$ cat src/rtl/uart_rx_if.sv
// Signal bundle between the UART pin side and the byte consumer of the 8N1 receiver.
// The receiver takes the master modport; the consumer/driver of the line takes slave.
interface uart_rx_if;
    logic       rx;
    logic [7:0] data;
    logic       data_valid;
    logic       frame_err;
    logic       busy;

    modport master (
        input  rx,
        output data,
        output data_valid,
        output frame_err,
        output busy
    );

    modport slave (
        output rx,
        input  data,
        input  data_valid,
        input  frame_err,
        input  busy
    );
endinterface

$ cat src/rtl/uart_rx.sv
// 8N1 UART receiver: synchronises rx, confirms the start bit at mid-bit, samples each data
// bit at mid-bit and reports a good byte (data_valid) or a low stop bit (frame_err).
module uart_rx #(
    parameter int unsigned CLK_FREQ  = 50_000_000,
    parameter int unsigned BAUD_RATE = 115_200
) (
    input  logic      sys_clk,
    input  logic      sys_rst_n,
    uart_rx_if.master rx_bus
);

    // CLKS_PER_BIT must be at least 8 so the mid-bit sample has margin after edge detection.
    localparam int unsigned CLKS_PER_BIT = CLK_FREQ / BAUD_RATE;
    localparam int unsigned HALF_BIT     = CLKS_PER_BIT / 2;
    localparam int unsigned CntW         = $clog2(CLKS_PER_BIT);

    localparam logic [CntW-1:0] CntLast = CntW'(CLKS_PER_BIT - 1);
    localparam logic [CntW-1:0] CntHalf = CntW'(HALF_BIT - 1);
    localparam logic [CntW-1:0] CntOne  = CntW'(1);

    typedef enum logic [2:0] {
        StIdle,
        StStart,
        StData,
        StStop,
        StWaitIdle
    } state_e;

    state_e          state_q, state_d;
    logic [CntW-1:0] clk_cnt_q, clk_cnt_d;
    logic [2:0]      bit_idx_q, bit_idx_d;
    logic [7:0]      shift_q, shift_d;
    logic [7:0]      data_q, data_d;
    logic            data_valid_q, data_valid_d;
    logic            frame_err_q, frame_err_d;

    logic rx_meta_q, rx_s_q, rx_d_q;
    logic fall_edge;

    // Synchroniser and history flop reset high so an idle line never looks like an edge.
    always_ff @(posedge sys_clk or negedge sys_rst_n) begin
        if (!sys_rst_n) begin
            rx_meta_q <= 1'b1;
            rx_s_q    <= 1'b1;
            rx_d_q    <= 1'b1;
        end else begin
            rx_meta_q <= rx_bus.rx;
            rx_s_q    <= rx_meta_q;
            rx_d_q    <= rx_s_q;
        end
    end

    assign fall_edge = rx_d_q & ~rx_s_q;

    always_ff @(posedge sys_clk or negedge sys_rst_n) begin
        if (!sys_rst_n) begin
            state_q      <= StIdle;
            clk_cnt_q    <= '0;
            bit_idx_q    <= '0;
            shift_q      <= '0;
            data_q       <= '0;
            data_valid_q <= 1'b0;
            frame_err_q  <= 1'b0;
        end else begin
            state_q      <= state_d;
            clk_cnt_q    <= clk_cnt_d;
            bit_idx_q    <= bit_idx_d;
            shift_q      <= shift_d;
            data_q       <= data_d;
            data_valid_q <= data_valid_d;
            frame_err_q  <= frame_err_d;
        end
    end

    always_comb begin
        state_d      = state_q;
        clk_cnt_d    = clk_cnt_q + CntOne;
        bit_idx_d    = bit_idx_q;
        shift_d      = shift_q;
        data_d       = data_q;
        data_valid_d = 1'b0;
        frame_err_d  = 1'b0;

        unique case (state_q)
            StIdle: begin
                clk_cnt_d = '0;
                if (fall_edge) begin
                    state_d = StStart;
                end
            end
            StStart: begin
                if (clk_cnt_q == CntHalf) begin
                    clk_cnt_d = '0;
                    if (!rx_s_q) begin
                        state_d   = StData;
                        bit_idx_d = '0;
                    end else begin
                        state_d = StIdle;
                    end
                end
            end
            StData: begin
                if (clk_cnt_q == CntLast) begin
                    clk_cnt_d          = '0;
                    shift_d[bit_idx_q] = rx_s_q;
                    if (bit_idx_q == 3'd7) begin
                        state_d = StStop;
                    end else begin
                        bit_idx_d = bit_idx_q + 3'd1;
                    end
                end
            end
            StStop: begin
                if (clk_cnt_q == CntLast) begin
                    clk_cnt_d = '0;
                    if (rx_s_q) begin
                        data_d       = shift_q;
                        data_valid_d = 1'b1;
                        state_d      = StIdle;
                    end else begin
                        frame_err_d = 1'b1;
                        state_d     = StWaitIdle;
                    end
                end
            end
            StWaitIdle: begin
                // Hold here through a break so a long low line reports only one error.
                clk_cnt_d = '0;
                if (rx_s_q) begin
                    state_d = StIdle;
                end
            end
            default: begin
                clk_cnt_d = '0;
                state_d   = StIdle;
            end
        endcase
    end

    assign rx_bus.data       = data_q;
    assign rx_bus.data_valid = data_valid_q;
    assign rx_bus.frame_err  = frame_err_q;
    assign rx_bus.busy       = (state_q != StIdle);

endmodule

$ cat src/flat_wrapper.sv
// flat-port wrapper written by rule: the top's interface ports become plain ports
module uart_rx_flat 
#(
    parameter int unsigned CLK_FREQ  = 50_000_000,
    parameter int unsigned BAUD_RATE = 115_200
)
  (sys_clk, sys_rst_n, rx_bus_rx, rx_bus_data, rx_bus_data_valid, rx_bus_frame_err, rx_bus_busy);
  uart_rx_if rx_bus_i ();
  input  logic sys_clk;
  input  logic sys_rst_n;
  input wire logic [$bits(rx_bus_i.rx)-1:0] rx_bus_rx;
  output wire logic [$bits(rx_bus_i.data)-1:0] rx_bus_data;
  output wire logic [$bits(rx_bus_i.data_valid)-1:0] rx_bus_data_valid;
  output wire logic [$bits(rx_bus_i.frame_err)-1:0] rx_bus_frame_err;
  output wire logic [$bits(rx_bus_i.busy)-1:0] rx_bus_busy;
  assign rx_bus_i.rx = rx_bus_rx;
  assign rx_bus_data = rx_bus_i.data;
  assign rx_bus_data_valid = rx_bus_i.data_valid;
  assign rx_bus_frame_err = rx_bus_i.frame_err;
  assign rx_bus_busy = rx_bus_i.busy;
  uart_rx #(.CLK_FREQ(CLK_FREQ), .BAUD_RATE(BAUD_RATE)) u_core (.sys_clk(sys_clk), .sys_rst_n(sys_rst_n), .rx_bus(rx_bus_i));
endmodule
$ cat config.mk
export PLATFORM = sky130hd
export DESIGN_NAME = uart_rx_flat
export DESIGN_NICKNAME = d
export VERILOG_FILES = /design/src/rtl/uart_rx_if.sv /design/src/rtl/uart_rx.sv /design/src/flat_wrapper.sv
export SDC_FILE = /design/constraint.sdc
export NUM_CORES = 1
export LEC_CHECK = 0
export CORE_UTILIZATION = 40
export CTS_CLUSTER_DIAMETER = 100
export DETAILED_ROUTE_END_ITERATION = 8
export SYNTH_ARGS = -nofsm -noshare
export SYNTH_HDL_FRONTEND = slang
export SYNTH_SLANG_ARGS = --single-unit
export TNS_END_PERCENT = 20
$ cat constraint.sdc
create_clock -name sys_clk -period 2.8 [get_ports sys_clk]
set_input_delay 0.56 -clock sys_clk [delete_from_list [all_inputs] [get_ports sys_clk]]
set_output_delay 0.56 -clock sys_clk [all_outputs]
set_load 0.02 [all_outputs]
==> impl_metrics.ini <==
[place]
hpwl_microns = 2000
portBuffers = 13
routabilityCongestion = 0.806

[cells_and_area]
drive_above_1_share = 0.197
n_fill_cell = 376
register_area_sq_um = 905
syn_to_final_growth_pct = 16.1
final_nets = 164
antenna_cells = 0
multi_input_area_sq_um = 782

[cts]
cts_tree = done
clockBufferDepth = 2
cts_sinks = 36
cts_buffers = 5
htreeDepth = 2
ctsHoldBuffers = 0
clockRootBuffer = clkbuf_8
ctsResizeCount = 0
clk_pin_slew_ps = 60
clk_latency_ps = 290
cts_setup_buffers = 0

[detailed_routing]
drc = 0
wire_per_inst_microns = 13.7
drt_iter0_markers = 31
vias_per_cell = 5.20
drt-total-wl_microns = 2830
postRouteAntennaNets = 0
dr.pass1.iters = 4
vias = 1076

[sta]
finalCriticalPeriod_ps = 2260
clock.fmax_mhz = 443
worstMarginPinSlew_ps = 552
slew_violations = 0
finClkSkew_ps = 6.99
setup_viol = 0
relSlewSlack = 0.631
finalSetupTns_ps = 0
hold_viol_final = 0
rsz0062_at_grt = false
finalCritPeriodShare = 0.807
hold_ws_ps = 356

[synthesis]
ys_types = 41
syn-cell-area_sq_mm = 0.00174
ys.warnings.count = 0
synth-edff-count = 0
yosysSeqAreaShare = 0.520
ys_ff_latch = 36
syn_area_per_cell_sq_um = 12.5
synth_top_area_frac = 0.474
synth_area_leaders = dfrtp_1 47%, mux2_1 6.5%, dfstp_2 4.5%
syn_nets = 147
yosysMostFrequentCell = dfrtp_1
ys.flop_type = dfrtp_1
synth_common_cells = 33 x dfrtp_1, 14 x nor2_1, 10 x mux2_1
syn_inst = 139
async_flop_share = 1.00
synth_area_leader_cell = dfrtp_1

[global_routing]
grt_antenna_before_repair = 0
grt_max_degree = 37
first_global_vias = 1037
grt_pass1_wl_microns = 4710
grt.overflow.total = 0
grt_use_total = 0.144

[power]
p_per_area_mw_per_mm2 = 657
power.leakage_nw = 0.933
peakVddDrop_mv = 0.499

[floorplanning]
die_w_microns = 68.0
io_pins = 14
die_h_microns = 68.0
dieArea_sq_mm = 0.00462
fp.coreArea_sq_mm = 0.00409
num_rows = 23
initial_core_util = 0.426

[worst_setup_path]
critPathCaptureType = output pin
crit_fanout = 9
path_class = reg2out
startpoint_type = flip-flop
crit_required_ps = 2240
worstPathArrival_ps = 1700

[outcome]
outcome = completed

[flow_run]
maxCapViolCount = 0

[min_path]
hold_class = reg2reg
-- power by group --
group          leakage [nW]  internal [W]  switching, W
clock                0.0552      0.000264      0.000176
sequential            0.473      0.000582     0.0000950
combinational         0.405      0.000108      0.000102
-- layout make-up --
cell class / count / share of cell area
sequential: 36 / 0.448
clock inverter: 2 / 0.0173
clock buffer: 6 / 0.0359
multi-input combinational: 93 / 0.387
inverter: 5 / 0.00929
tap: 50 / 0.0310
timing repair buffer: 15 / 0.0718
-- registers in the layout, indices dropped and copies added (netlist names), 3 cells and up --
signal / count
u_core.state_q: 3
u_core.clk_cnt_q: 9
u_core.bit_idx_q: 3
u_core.shift_q: 8
u_core.rx_bus.data: 8
-- routing by layer --
metal	global-route usage	up-vias	wire length (microns)
met4	0.0781	0	63
met1	0.165	527	1250
met2	0.240	17	1430
met5	0	-	0
li1	-	525	-
met3	0.0400	7	89
-- path summary, 6_finish.rpt --
| path | slack, ps | from | to | depth (start not counted) |
|---|---|---|---|---|
| worst min-delay path | 360 | u_core.rx_meta_q$_DFF_PN1_ | u_core.rx_s_q$_DFF_PN1_ | 0 |
| worst min register to register | 360 | u_core.rx_meta_q$_DFF_PN1_ | u_core.rx_s_q$_DFF_PN1_ | 0 |
| worst max-delay path | 540 | u_core.state_q[0]$_DFFE_PN0P_ | rx_bus_busy | 2 |
| min in group asynchronous | 690 | sys_rst_n | u_core.shift_q[2]$_DFFE_PN0P_ | 2 |
| max in group asynchronous | 1750 | sys_rst_n | u_core.rx_meta_q$_DFF_PN1_ | 2 |
| worst max register to register | 870 | u_core.clk_cnt_q[1]$_DFF_PN0_ | u_core.state_q[0]$_DFFE_PN0P_ | 7 |
-- stage by stage --
stage               total power (W)  instance area, sq um  instances  utilization  worst slack [ps]
finish                      0.00133                  2020        207        0.494               540
global route                0.00141                  2020        207        0.494               456
detailed placement         0.000903                  1910        199        0.468               835
global placement           0.000892                  1910        199        0.468               852
CTS                         0.00135                  2020        207        0.494               522
floorplan                  0.000846                  1740        139            -              1060
-- worst max-delay path: stages, from the launching register on --
cell	delay [ps]
dfrtp_1	480
or3_1	400
clkdlybuf4s50_1	540
-- placed cells by master, fill, tap and decap left out, types with 2 or more instances in the layout --
master,instances
xnor2_1,5
mux2i_1,2
a21oi_1,2
nand3_1,3
mux2_2,7
buf_4,2
ha_1,5
clkbuf_8,5
dfstp_2,3
mux2_1,10
inv_1,5
nor2b_1,3
dfrtp_1,33
clkdlybuf4s50_1,13
nor4_2,2
and3_1,3
nor3_1,4
nor2_1,14
nand2_1,5
nand4_1,7
xor2_1,2
-- cell families after synthesis --
group | synth area share
buffers and inverters | 0.0309
muxes | 0.130
AOI/OAI and AO/OA | 0.0331
xor gates and xnor gates | 0.0352
adders and majority gates | 0.0359
DFF | 0.520
and+or+nand+nor | 0.215
(Power assumes the default switching activity.)
